### src/rtl/video_input_gate.sv
// Frame-locking gate for a DE/VS pixel stream: passes only pixels inside a properly
// framed window, clips over-long lines, flags bad geometry and converts RGB888 to RGB565.
module video_input_gate #(
    parameter int VIDEO_WIDTH  = 1280,
    parameter int VIDEO_HEIGHT = 720
) (
    input  logic        clk,
    input  logic        rst,
    input  logic        vs_in,
    input  logic        de_in,
    input  logic [23:0] rgb888_in,
    output logic        vs_out,
    output logic        de_out,
    output logic [15:0] rgb565_out,
    output logic        locked,
    output logic [15:0] frame_cnt,
    output logic        line_err,
    output logic        frame_err
);

    typedef enum logic [1:0] {SEARCH, VSYNC, ACTIVE, VBLANK} state_t;

    localparam logic [11:0] LP_WIDTH  = 12'(VIDEO_WIDTH);
    localparam logic [10:0] LP_HEIGHT = 11'(VIDEO_HEIGHT);

    state_t      r_state;
    state_t      w_next_state;
    logic        r_vs_d;
    logic        r_de_d;
    logic [11:0] r_pix_cnt;
    logic [10:0] r_line_cnt;
    logic        r_en1;
    logic [15:0] r_rgb1;
    logic        r_vs_out;
    logic        r_de_out;
    logic [15:0] r_rgb_out;
    logic        r_line_err;
    logic        r_frame_err;
    logic [15:0] r_frame_cnt;

    logic        w_vs_rise;
    logic        w_vs_fall;
    logic        w_de_rise;
    logic        w_de_fall;
    logic        w_in_frame;
    logic        w_frame_end;
    logic [11:0] w_pix_idx;
    logic        w_en;
    logic        w_unused;

    assign w_vs_rise = vs_in & ~r_vs_d;
    assign w_vs_fall = ~vs_in & r_vs_d;
    assign w_de_rise = de_in & ~r_de_d;
    assign w_de_fall = ~de_in & r_de_d;
    assign w_unused  = ^{rgb888_in[18:16], rgb888_in[9:8], rgb888_in[2:0]};

    always_ff @(posedge clk or negedge rst) begin
        if (!rst) begin
            r_state <= SEARCH;
        end else begin
            r_state <= w_next_state;
        end
    end

    always_comb begin
        w_next_state = r_state;
        case (r_state)
            SEARCH: if (w_vs_rise) w_next_state = VSYNC;
            VSYNC:  if (w_vs_fall) w_next_state = ACTIVE;
            ACTIVE: begin
                if (w_vs_rise)                     w_next_state = VSYNC;
                else if (r_line_cnt >= LP_HEIGHT)  w_next_state = VBLANK;
            end
            VBLANK: if (w_vs_rise) w_next_state = VSYNC;
            default: w_next_state = SEARCH;
        endcase
    end

    // The pixel index seen on a DE rising edge is zero even though the register clears a clock later.
    always_comb begin
        w_in_frame  = (r_state == ACTIVE) || (r_state == VBLANK);
        w_frame_end = w_in_frame && w_vs_rise;
        w_pix_idx   = w_de_rise ? 12'd0 : r_pix_cnt;
        w_en        = (r_state == ACTIVE) && de_in && (w_pix_idx < LP_WIDTH) && !w_vs_rise;
    end

    always_ff @(posedge clk or negedge rst) begin
        if (!rst) begin
            r_vs_d      <= 1'b0;
            r_de_d      <= 1'b0;
            r_pix_cnt   <= '0;
            r_line_cnt  <= '0;
            r_line_err  <= 1'b0;
            r_frame_err <= 1'b0;
            r_frame_cnt <= '0;
        end else begin
            r_vs_d <= vs_in;
            r_de_d <= de_in;

            if (r_state == ACTIVE && de_in) begin
                r_pix_cnt <= (w_pix_idx == 12'hFFF) ? w_pix_idx : w_pix_idx + 12'd1;
            end else if (w_de_rise || (r_state == VSYNC && w_vs_fall)) begin
                r_pix_cnt <= '0;
            end

            if (r_state == VSYNC && w_vs_fall) begin
                r_line_cnt <= '0;
            end else if (w_in_frame && w_de_fall && r_line_cnt != 11'h7FF) begin
                r_line_cnt <= r_line_cnt + 11'd1;
            end

            r_line_err  <= (r_state == ACTIVE) && w_de_fall && (r_pix_cnt != LP_WIDTH);
            r_frame_err <= w_frame_end && (r_line_cnt != LP_HEIGHT);
            if (w_frame_end && r_line_cnt == LP_HEIGHT) begin
                r_frame_cnt <= r_frame_cnt + 16'd1;
            end
        end
    end

    // Two-stage output pipeline; stage 1 shares the edge-detect register for VS.
    always_ff @(posedge clk or negedge rst) begin
        if (!rst) begin
            r_en1     <= 1'b0;
            r_rgb1    <= '0;
            r_vs_out  <= 1'b0;
            r_de_out  <= 1'b0;
            r_rgb_out <= '0;
        end else begin
            r_en1     <= w_en;
            r_rgb1    <= w_en ? {rgb888_in[23:19], rgb888_in[15:10], rgb888_in[7:3]} : 16'd0;
            r_vs_out  <= r_vs_d;
            r_de_out  <= r_en1;
            r_rgb_out <= r_en1 ? r_rgb1 : 16'd0;
        end
    end

    assign vs_out     = r_vs_out;
    assign de_out     = r_de_out;
    assign rgb565_out = r_rgb_out;
    assign locked     = w_in_frame;
    assign frame_cnt  = r_frame_cnt;
    assign line_err   = r_line_err;
    assign frame_err  = r_frame_err;

endmodule

### config.mk
export PLATFORM = sky130hd
export DESIGN_NAME = video_input_gate
export DESIGN_NICKNAME = d
export VERILOG_FILES = /design/src/rtl/video_input_gate.sv
export SDC_FILE = /design/constraint.sdc
export NUM_CORES = 1
export LEC_CHECK = 0
export ABC_AREA = 1
export BUFFER_PORTS_ARGS = -buffer_cell sky130_fd_sc_hd__buf_2
export CORE_MARGIN = 2
export CORE_UTILIZATION = 40
export CTS_CLUSTER_DIAMETER = 200
export DETAILED_ROUTE_END_ITERATION = 8
export PLACE_DENSITY_LB_ADDON = 0.05
export SYNTH_ARGS = -nofsm -noshare
export SYNTH_HDL_FRONTEND = slang
export SYNTH_SLANG_ARGS = --single-unit
### constraint.sdc
create_clock -name clk -period 1.7 [get_ports clk]
set_input_delay 0.17 -clock clk [delete_from_list [all_inputs] [get_ports clk]]
set_output_delay 0.17 -clock clk [all_outputs]
set_load 0.005 [all_outputs]
==> results.md, run 1 <==
* Die area at 10800 µm²
* Hpwl dp at 6.11 mm
* Fin util at 52.8%
* Post-Synth Simple-Gate Area at ~29%
* Max-slew violations at 0
* Max-cap viol count at 0
* Warnings, synthesis at 0
* Largest net degree at the start of global routing at 35
* Compound-Gate Fraction of Synth Area at 5.05%
* Syn avg cell area at 8.14 µm²
* Least-Margin Pin Slew at 0.525 ns
* Post-synthesis register bit count at 80
* CTS tree: built
* Post-Syn Instances at 490
* GRT Total Usage at between 15 and 20%
* Clk buf depth at 2
* Crit Path Category: reg -> reg
* Setup TNS at 0 ns
* Crit start category: flop
* Yosys top cell area share at 50.2%
* CP required at 1.99 ns
* I/O pin count at 65
* Slew margin rel. at 65.0%
* Starting Density at 41.0%
* RSZ-0062 raised after global routing: yes
* Clk_lat worst skew at 0.35 ns
* Port bufs at 56
* Via count at roughly 3400
* Combinational family with the most area after synthesis: simple AND/OR/NAND/NOR gates
* Grt total ovfl at 0
* Share of flip-flops with an asynchronous set or reset at 100%
* Post-Syn Area at 3990 µm²
* Period utilization at 95.7%
* Pleak at 2.74 nW
* 1st-pass router iterations at 4
* Hold Worst Slack at between 0.02 and 0.025 ns
* Fin. Hold Viols at 0
* Routed WL at about 8.7 mm
* Via density at 4.63
* Status: complete, no violations
* Crit. End Element: flop
* Ys flop type: dfrtp_1
* VDD IR-drop max at 0.453 mV
* Top cells by area, synth: dfrtp_1 (50%), nand2_1 (12%), inv_1 (6.8%), nor2_1 (5.4%), nand3_1 (4.0%)
* Final setup vio count at 0
* Area of the multi-input gates at 1780 µm²
* ANT cells at 0
* Share of layout cells above drive strength 1 at 26.8%
* Multiplexer share of the synthesized area at 0%
* Fmax at 0.615 GHz
* Cell variety after synth at 38
* Die height at 104 µm
* Synth area leader: dfrtp_1
* Row count at 36
* Worst Path Max Fanout at 7
* Die width at 104 µm
* H-tree depth at 3
* Wire per inst at ~12 µm
* Antenna Violating Nets Remaining at 0
* First-pass GRT wire length at about 15 mm
* Clock-pin slew on the worst setup and hold paths at roughly 0.090 ns
* Min cycle time layout at around 1.6 ns
* Register area share after synthesis at roughly half
* Adder-Cell Fraction of Synth Area at 2.51%
* Filler instances at 955
* P per Cell Area at 1030 nW/µm²
* Syn_nets at 526
* Initial antenna violation count at 0
* Root Buffer: clkbuf_8
* DR DRC count at 0
* CTS sink cnt at 80
* Register Area at 2000 µm²
* Worst min path class: in -> reg
* Total CTS buffers at 9
* P&R area growth vs syn at 28.8%
* Fin Clk Skew at 0.00960 ns
* Initial drt markers at 113
* XOR/XNOR Fraction of Synth Area at under 10%
* Core area at 9730 µm²
* Number of global-route vias before repair at 3184
* Placer Congestion at 0.819
* Data arrival, critical path at approximately 1.9 ns
* Layout Nets at 628
* Number of synthesized flops with an enable pin at 0
==> kinds of logic after synthesis <==
family	count (synthesis)
DFF	80
buffers and inverters	90
xor gates and xnor gates	20
AOI/OAI and AO/OA	37
adders and majority gates	8
and+or+nand+nor	255
==> power breakdown <==
part	switching, W	internal [W]
Clock	0.000790	0.000712
Combinational	0.000814	0.000659
Sequential	0.000207	0.00211
Total	0.00181	0.00348
==> path summary, 6_finish.rpt <==
kind	start	to	slack, ns	cells after the start
max	r_line_cnt[1]$_DFFE_PN0P_	frame_cnt[4]$_DFFE_PN0P_	0.07	8
min	rgb888_in[11]	r_rgb1[6]$_DFF_PN0_	0.02	3
min reg2reg	r_vs_d$_DFF_PN0_	vs_out$_DFF_PN0_	0.42	0
max reg2reg	r_line_cnt[1]$_DFFE_PN0P_	frame_cnt[4]$_DFFE_PN0P_	0.07	8
min in group asynchronous	rst	frame_cnt[10]$_DFFE_PN0P_	0.32	2
max in group asynchronous	rst	rgb565_out[5]$_DFF_PN0_	0.86	3
==> sequential cells by signal, indices dropped and copies added, names as in the netlist <==
signal,cells
line_err,1
frame_err,1
r_rgb1,16
r_en1,1
r_de_d,1
frame_cnt,16
r_vs_d,1
r_pix_cnt,12
r_line_cnt,11
de_out,1
r_state,2
vs_out,1
rgb565_out,16
==> synthesized netlist by cell type (2+ instances only) <==
| cell | count |
|---|---|
| a21oi_1 | 8 |
| nand3_2 | 3 |
| clkbuf_1 | 2 |
| o21ai_1 | 19 |
| xnor2_1 | 2 |
| nand3_1 | 32 |
| nor3_2 | 2 |
| clkinv_1 | 2 |
| inv_2 | 7 |
| nand2_2 | 2 |
| nor3_1 | 13 |
| dfrtp_1 | 80 |
| ha_1 | 8 |
| buf_6 | 2 |
| buf_2 | 2 |
| nand4_1 | 3 |
| xor2_1 | 18 |
| nor2_1 | 57 |
| nor2_2 | 4 |
| o21ai_0 | 4 |
| inv_1 | 72 |
| o31ai_1 | 2 |
| nor4_1 | 3 |
| nand2_1 | 125 |
| nand3b_1 | 5 |
==> metal layers <==
metal	part of all wire, %	global-route usage [%]
met1	49	23.4
met2	46	26.7
met3	3.2	2.19
met4	1.4	6.95
met5	0	0
==> critical path: stages (launching register included) <==
cell	delay [ns]
dfrtp_1	0.42
inv_2	0.10
ha_4	0.15
nand2_4	0.05
nor4_4	0.35
nand3_4	0.22
inv_6	0.14
nand2_1	0.06
nand2_1	0.06
==> metrics by stage <==
stage / power [W] / area, µm² / cells / setup slack, ns
after floorplan: 0.00302 / 4020 / 490 / 0.0175
after global placement: 0.00350 / 4640 / 698 / 0.00795
after detailed placement: 0.00353 / 4640 / 698 / -0.0131
after CTS: 0.00507 / 4920 / 721 / 0.0110
after global routing: 0.00567 / 5140 / 730 / -0.0538
final: 0.00529 / 5140 / 730 / 0.0730
==> timing repair <==
item,in CTS,in global routing
pin swaps,0,8
setup buffers,0,7
cloned,0,2
gates resized for setup,2,41
endpoints found under the setup margin,7,35
endpoints found under the hold margin,35,0
hold buffers,7,0
==> cells in the final DEF, fill, tap and decap left out, types with 2 or more instances in the layout <==
cell,n
buf_12,2
nand3_1,31
xor2_1,18
nand3b_1,5
nand4_1,3
inv_6,3
nor3_1,13
ha_4,3
o31ai_1,2
nand3_2,5
clkinv_1,2
nor2_4,4
nand2_1,118
nand2_2,6
nor2_2,6
buf_4,28
nor2_1,51
a21oi_1,8
buf_2,55
dlygate4sd3_1,7
ha_1,4
nor4_1,3
inv_2,10
dfrtp_1,79
o21ai_1,17
clkbuf_8,9
o21ai_0,4
buf_6,5
xnor2_1,2
inv_1,67
nand2_4,4
o21ai_2,3
inv_4,2
inv_8,3
==> area by class of cell <==
class	instances	share of cell area, %
Tap cell	133	3.24
Multi-Input combinational cell	321	34.6
Clock buffer	9	2.41
Timing Repair Buffer	97	12.7
Clock inverter	7	1.68
Inverter	82	6.24
Sequential cell	80	39.0
Timing Repair inverter	1	0.171
Power figures use the tool's default switching activity.
==> run 2, diff against run 1 <==
==> constraint.sdc (replaced) <==
create_clock -name clk -period 1.9 [get_ports clk]
set_input_delay 0.19 -clock clk [delete_from_list [all_inputs] [get_ports clk]]
set_output_delay 0.19 -clock clk [all_outputs]
set_load 0.005 [all_outputs]
==> results.md, run 2 (synthesis results as in run 1) <==
* DR WL met3 at 292 µm (+3.5%)
* Antenna Violating Nets Remaining at 0 (unchanged)
* GRT Total Usage at 15.7% (-1.1 points)
* Port bufs at 56 (unchanged)
* Most frequent cells in the layout: nand2_1 (125), dfrtp_1 (80), inv_1 (71), buf_2 (55), nor2_1 (54)
* Final setup vio count at 0 (unchanged)
* P&R area growth vs syn at 19.4%
* Root Buffer: clkbuf_8
* Clk_lat worst skew at 0.35 ns (about the same)
* Period utilization at 92.9% (-2.8 points)
* ANT cells at 0 (unchanged)
* Crit start category: flop
* CTS tree: built
* Hpwl dp at 5.91 mm (-3.3%)
* Final non-filler cell total at 698 (-4.4%)
* R2R Path Start: r_de_d$_DFF_PN0_
* Data arrival, critical path at 2.01 ns (+0.09 ns)
* Clock-pin slew on the worst setup and hold paths at 0.09 ns (about the same)
* H-tree depth at 3 (unchanged)
* Worst min path class: in -> reg
* Status: complete, no violations
* Die area at 10800 µm² (unchanged)
* Crit Path Category: reg -> reg
* P per Cell Area at 924 nW/µm² (-10%)
* Max-slew violations at 0 (unchanged)
* Number of global-route vias before repair at 3006 (-5.6%)
* Wire per inst at 11.6 µm (-3.2%)
* Initial antenna violation count at 0 (unchanged)
* Share of layout cells above drive strength 1 at 20.0% (-6.8 points)
* Core area at 9730 µm² (unchanged)
* CP required at 2.14 ns (+0.15 ns)
* Hold path start: de_in
* Worst Path Max Fanout at 4 (-3)
* Pleak at 2.56 nW (-6.3%)
* Crit. End Element: flop
* Crit path from: r_de_d$_DFF_PN0_
* Placer Congestion at 0.842 (+2.8%)
* Fin util at 49.0% (-3.8 points)
* Largest net degree at the start of global routing at 36 (+2.9%)
* Starting Density at 41.0% (unchanged)
* Die width at 104 µm (unchanged)
* Most common cell after layout, fill and taps aside: nand2_1
* Setup TNS at 0 ns (unchanged)
* Placed cells at 679 (-2.7%)
* Via count at 3187 (-5.8%)
* Hold Worst Slack at 0.0207 ns (-0.000678 ns)
* DR DRC count at 0 (unchanged)
* Via density at 4.57 (-1.5%)
* Min cycle time layout at 1.76 ns (+0.138 ns)
* Least-Margin Pin Slew at 0.498 ns (-0.0266 ns)
* DRT met1 WL at 3.98 mm (-7.0%)
* First-pass GRT wire length at 13.9 mm (-5.8%)
* 1st-pass router iterations at 5 (+1)
* Top routing layer in use: met4
* VDD IR-drop max at 0.611 mV (+35%)
* # Post-CTS Setup Buffers at 0 (unchanged)
* Grt total ovfl at 0 (unchanged)
* Max-cap viol count at 0 (unchanged)
* Total CTS buffers at 9 (unchanged)
* I/O pin count at 65 (unchanged)
* Die height at 104 µm (unchanged)
* CTS sink cnt at 80 (unchanged)
* Routed WL at 8.09 mm (-7.4%)
* Filler instances at 963 (+0.84%)
* Initial drt markers at 79 (-30%)
* Fin Clk Skew at 0.0119 ns (+0.00234 ns)
* Clk buf depth at 2 (unchanged)
* Fin. Hold Viols at 0 (unchanged)
* Slew margin rel. at 66.8% (+1.8 points)
* Row count at 36 (unchanged)
* Met2 Wirelength at 3.72 mm (-8.0%)
* Layout Nets at 596 (-5.1%)
* Fmax at 0.567 GHz (-7.8%)
-- run 2: cell type report --
type	instances	area, µm²	share of cell area (%)
clock buffers	9	124	2.60
clock inverters	7	110	2.31
inverters	82	313	6.57
multi-input cells	321	1670	35.1
flip-flops and latches	80	2000	42.0
well taps	133	166	3.49
repair buffers	66	379	7.96
-- run 2: report_power, final --
part / total (W) / internal [W] / switching, W
Clock: 0.00144 / 0.000765 / 0.000680
Combinational: 0.000892 / 0.000315 / 0.000577
Sequential: 0.00206 / 0.00188 / 0.000179
Total: 0.00440 / 0.00296 / 0.00144
-- run 2: per-stage QoR --
step	setup slack, ns	total power, W	area, µm²
after floorplan	0.161	0.00269	3990
after global placement	0.0660	0.00296	4460
after detailed placement	0.0388	0.00298	4460
after CTS	0.0350	0.00445	4710
after global routing	-0.0260	0.00474	4760
final	0.135	0.00440	4760
-- run 2: per-layer routing --
layer / up-vias / GRT usage, %
met5: - / 0
met4: 0 / 4.54
met3: 9 / 3.26
met2: 50 / 25.7
met1: 1458 / 21.2
li1: 1670 / -
-- run 2: critical path, cell delays in order, from the launching register on --
cell and delay [ns]:
dfrtp_1 0.41, inv_2 0.06, nand2_4 0.05, nand2_1 0.07
inv_2 0.09, ha_4 0.13, nand2_1 0.05, inv_1 0.07
nand3_2 0.10, nor2_4 0.21, buf_6 0.12, xor2_1 0.14
nand2_1 0.06, nand2_1 0.06, nand2_1 0.06
-- run 2: path summary, 6_finish.rpt --
path                       slack [ns]  depth (start not counted)                        end
min in group asynchronous        0.34                          2   frame_cnt[9]$_DFFE_PN0P_
hold / removal                   0.02                          1           r_de_d$_DFF_PN0_
setup reg to reg                 0.14                         14   r_pix_cnt[6]$_DFFE_PN0P_
hold reg to reg                  0.41                          0           vs_out$_DFF_PN0_
max in group asynchronous        0.97                          3  frame_cnt[15]$_DFFE_PN0P_
setup / recovery                 0.14                         14   r_pix_cnt[6]$_DFFE_PN0P_
-- run 2: repair_timing --
| action | CTS | global route |
|---|---|---|
| hold buffers | 2 | 0 |
| endpoints found under the setup margin | 0 | 12 |
| gates resized for setup | 0 | 10 |
| hold endpoints to repair | 34 | 0 |
==> run 3, diff against run 2 <==
--- a/config.mk
+++ b/config.mk
@@ -8,7 +8,8 @@
 export ABC_AREA = 1
 export BUFFER_PORTS_ARGS = -buffer_cell sky130_fd_sc_hd__buf_2
 export CORE_MARGIN = 2
-export CORE_UTILIZATION = 40
+export CORE_UTILIZATION = 35
+export CTS_BUF_LIST = sky130_fd_sc_hd__clkbuf_4
 export CTS_CLUSTER_DIAMETER = 200
 export DETAILED_ROUTE_END_ITERATION = 8
 export PLACE_DENSITY_LB_ADDON = 0.05
==> results.md, run 3 (synthesis results as in run 1) <==
* Antenna Violating Nets Remaining at 0 (unchanged)
* Final non-filler cell total at 726 (+4.0%)
* Least-Margin Pin Slew at 0.557 ns (+0.0585 ns)
* Period utilization at 91.9% (-0.98 points)
* Die height at 111 µm (+6.6%)
* Row count at 38 (+5.6%)
* R2r setup slk at 0.15 ns (+0.02 ns)
* P&R area growth vs syn at 21.8%
* Hpwl dp at 6.34 mm (+7.2%)
* Data arrival, critical path at 2.10 ns (+0.09 ns)
* Crit start category: flop
* First-pass GRT wire length at 15.0 mm (+7.7%)
* Via count at 3282 (+3.0%)
* Initial antenna violation count at 0 (unchanged)
* GRT Total Usage at 15.0% (-0.72 points)
* Placed cells at 690 (+1.6%)
* Starting Density at 36.3% (-4.7 points)
* WP buf/inv at 2 (-2)
* 1st-pass router iterations at 4 (-1)
* Hold Worst Slack at 0.233 ns (+0.212 ns)
* Wire per inst at 12.0 µm (+3.2%)
* Placer Congestion at 0.830 (-1.4%)
* P per Cell Area at 818 nW/µm² (-11%)
* RSZ-0062 raised after global routing: yes
* Critical path's largest stage delay at 0.45 ns (+0.04 ns)
* Status: complete, no violations
* Worst-path cell chain: inv_1 -> ha_1 -> inv_1 -> a21oi_2 -> nand4_2 -> nor2_1 -> xor2_1
* Die area at 12300 µm² (+14%)
* VDD IR-drop max at 0.553 mV (-9.4%)
* Fin. Hold Viols at 0 (unchanged)
* Crit Path Category: reg -> reg
* Top delay family on crit path: flip-flops
* Cell area after layout at 4860 µm² (+2.0%)
* Largest net degree at the start of global routing at 38 (+5.6%)
* Max-slew violations at 0 (unchanged)
* Total CTS buffers at 9 (unchanged)
* Routed WL at 8.69 mm (+7.3%)
* Pleak at 2.61 nW (+1.7%)
* Clk buf depth at 2 (unchanged)
* Most frequent CP cell: inv_1
* Crit. End Element: flop
* Root Buffer: clkbuf_4
* Via density at 4.52 (-0.99%)
* I/O pin count at 65 (unchanged)
* Port bufs at 56 (unchanged)
* DR DRC count at 0 (unchanged)
* Slowest cell on the critical path: dfrtp_1
* Worst Path Max Fanout at 6 (+2)
* ANT cells at 0 (unchanged)
* Most common cell after layout, fill and taps aside: nand2_1
* CP required at 2.25 ns (+0.11 ns)
* Fmax at 0.573 GHz (+1.1%)
* Die width at 111 µm (+6.6%)
* Slew margin rel. at 62.9% (-3.9 points)
* Worst min path class: in -> async
* Final setup vio count at 0 (unchanged)
* CTS sink cnt at 80 (unchanged)
* Initial drt markers at 218 (+180%)
* Share of layout cells above drive strength 1 at 20.3% (+0.31 points)
* Max-cap viol count at 0 (unchanged)
* Layout Nets at 617 (+3.5%)
* Min cycle time layout at 1.75 ns (-0.0187 ns)
* CTS tree: built
* Core area at 11000 µm² (+13%)
* Most frequent cells in the layout: nand2_1 (124), dfrtp_1 (80), inv_1 (70), buf_2 (55), nor2_1 (54)
* Number of global-route vias before repair at 3171 (+5.5%)
* Clock-pin slew on the worst setup and hold paths at 0.16 ns (+0.07 ns)
* H-tree depth at 3 (unchanged)
* Clk_lat worst skew at 0.44 ns (+0.09 ns)
* Grt total ovfl at 0 (unchanged)
* Fin Clk Skew at 0.0296 ns (+0.0177 ns)
* Placed Area at 4490 µm² (+0.59%)
[run 3: cell types whose count changed in the layout (fill, tap and decap cells not counted), moves of 2 or more]
cell and delta:
dlygate4sd3_1 +17, clkbuf_4 +9, buf_4 +6, clkbuf_8 -9
clkinv_4 +2, bufinv_16 -2
[run 3: routing by layer]
metal / track usage (%) / wire, µm
met1: 20.2 / 4380
met5: 0 / 0
met4: 4.25 / 71
met3: 3.34 / 241
met2: 24.4 / 4000
[run 3: stage by stage]
stage | util, % | total power, W | setup WS, ns | setup TNS, ns
after floorplan | - | 0.00269 | 0.161 | 0
after global placement | 40.8 | 0.00300 | 0.0833 | 0
after detailed placement | 40.8 | 0.00302 | 0.0532 | 0
after CTS | 43.7 | 0.00402 | 0.0192 | 0
after global routing | 44.2 | 0.00429 | -0.0258 | -0.0936
final | 44.2 | 0.00397 | 0.154 | 0
[run 3: worst paths after layout]
check                                            start                   endpoint  depth (start not counted)
worst max-delay path            r_state[0]$_DFFE_PN0P_   frame_cnt[3]$_DFFE_PN0P_                          7
worst min-delay path                               rst  frame_cnt[10]$_DFFE_PN0P_                          2
worst max register to register  r_state[0]$_DFFE_PN0P_   frame_cnt[3]$_DFFE_PN0P_                          7
worst min register to register        r_vs_d$_DFF_PN0_           vs_out$_DFF_PN0_                          0
max in group asynchronous                          rst     r_state[1]$_DFFE_PN0P_                          3
min in group clk                      r_vs_d$_DFF_PN0_           vs_out$_DFF_PN0_                          0
[run 3: worst reg2reg max path, delay by kind of cell (launching register included)]
| family | cells | cell delay, ns |
|---|---|---|
| AO/OA/AOI/OAI | 1 | 0.28 |
| XOR/XNOR | 1 | 0.16 |
| adder cells (fa/ha/maj) | 1 | 0.22 |
| buffers and inverters | 2 | 0.16 |
| flip-flops | 1 | 0.45 |
| AND/OR/NAND/NOR | 2 | 0.41 |
[run 3: area by class of cell]
| class | instances | area [µm²] |
|---|---|---|
| clock buffer | 9 | 67.6 |
| clock inverter | 7 | 55.1 |
| fill | 1120 | 6120 |
| inverter | 82 | 317 |
| multi-input combinational | 320 | 1670 |
| sequential | 80 | 2000 |
| tap | 140 | 175 |
| timing repair buffer | 88 | 574 |
[run 3: power breakdown]
group / leakage, nW / switching (W) / internal (W) / total, W
combinational: 1.48 / 0.000599 / 0.000368 / 0.000968
sequential: 1.06 / 0.000184 / 0.00188 / 0.00207
clock: 0.0702 / 0.000651 / 0.000286 / 0.000936
[run 3: what timing repair did]
action / CTS / global route
endpoints found under the setup margin: 0 / 16
setup buffers: 0 / 1
hold buffers: 19 / 0
resized for setup: 0 / 14
endpoints found under the hold margin: 52 / 0
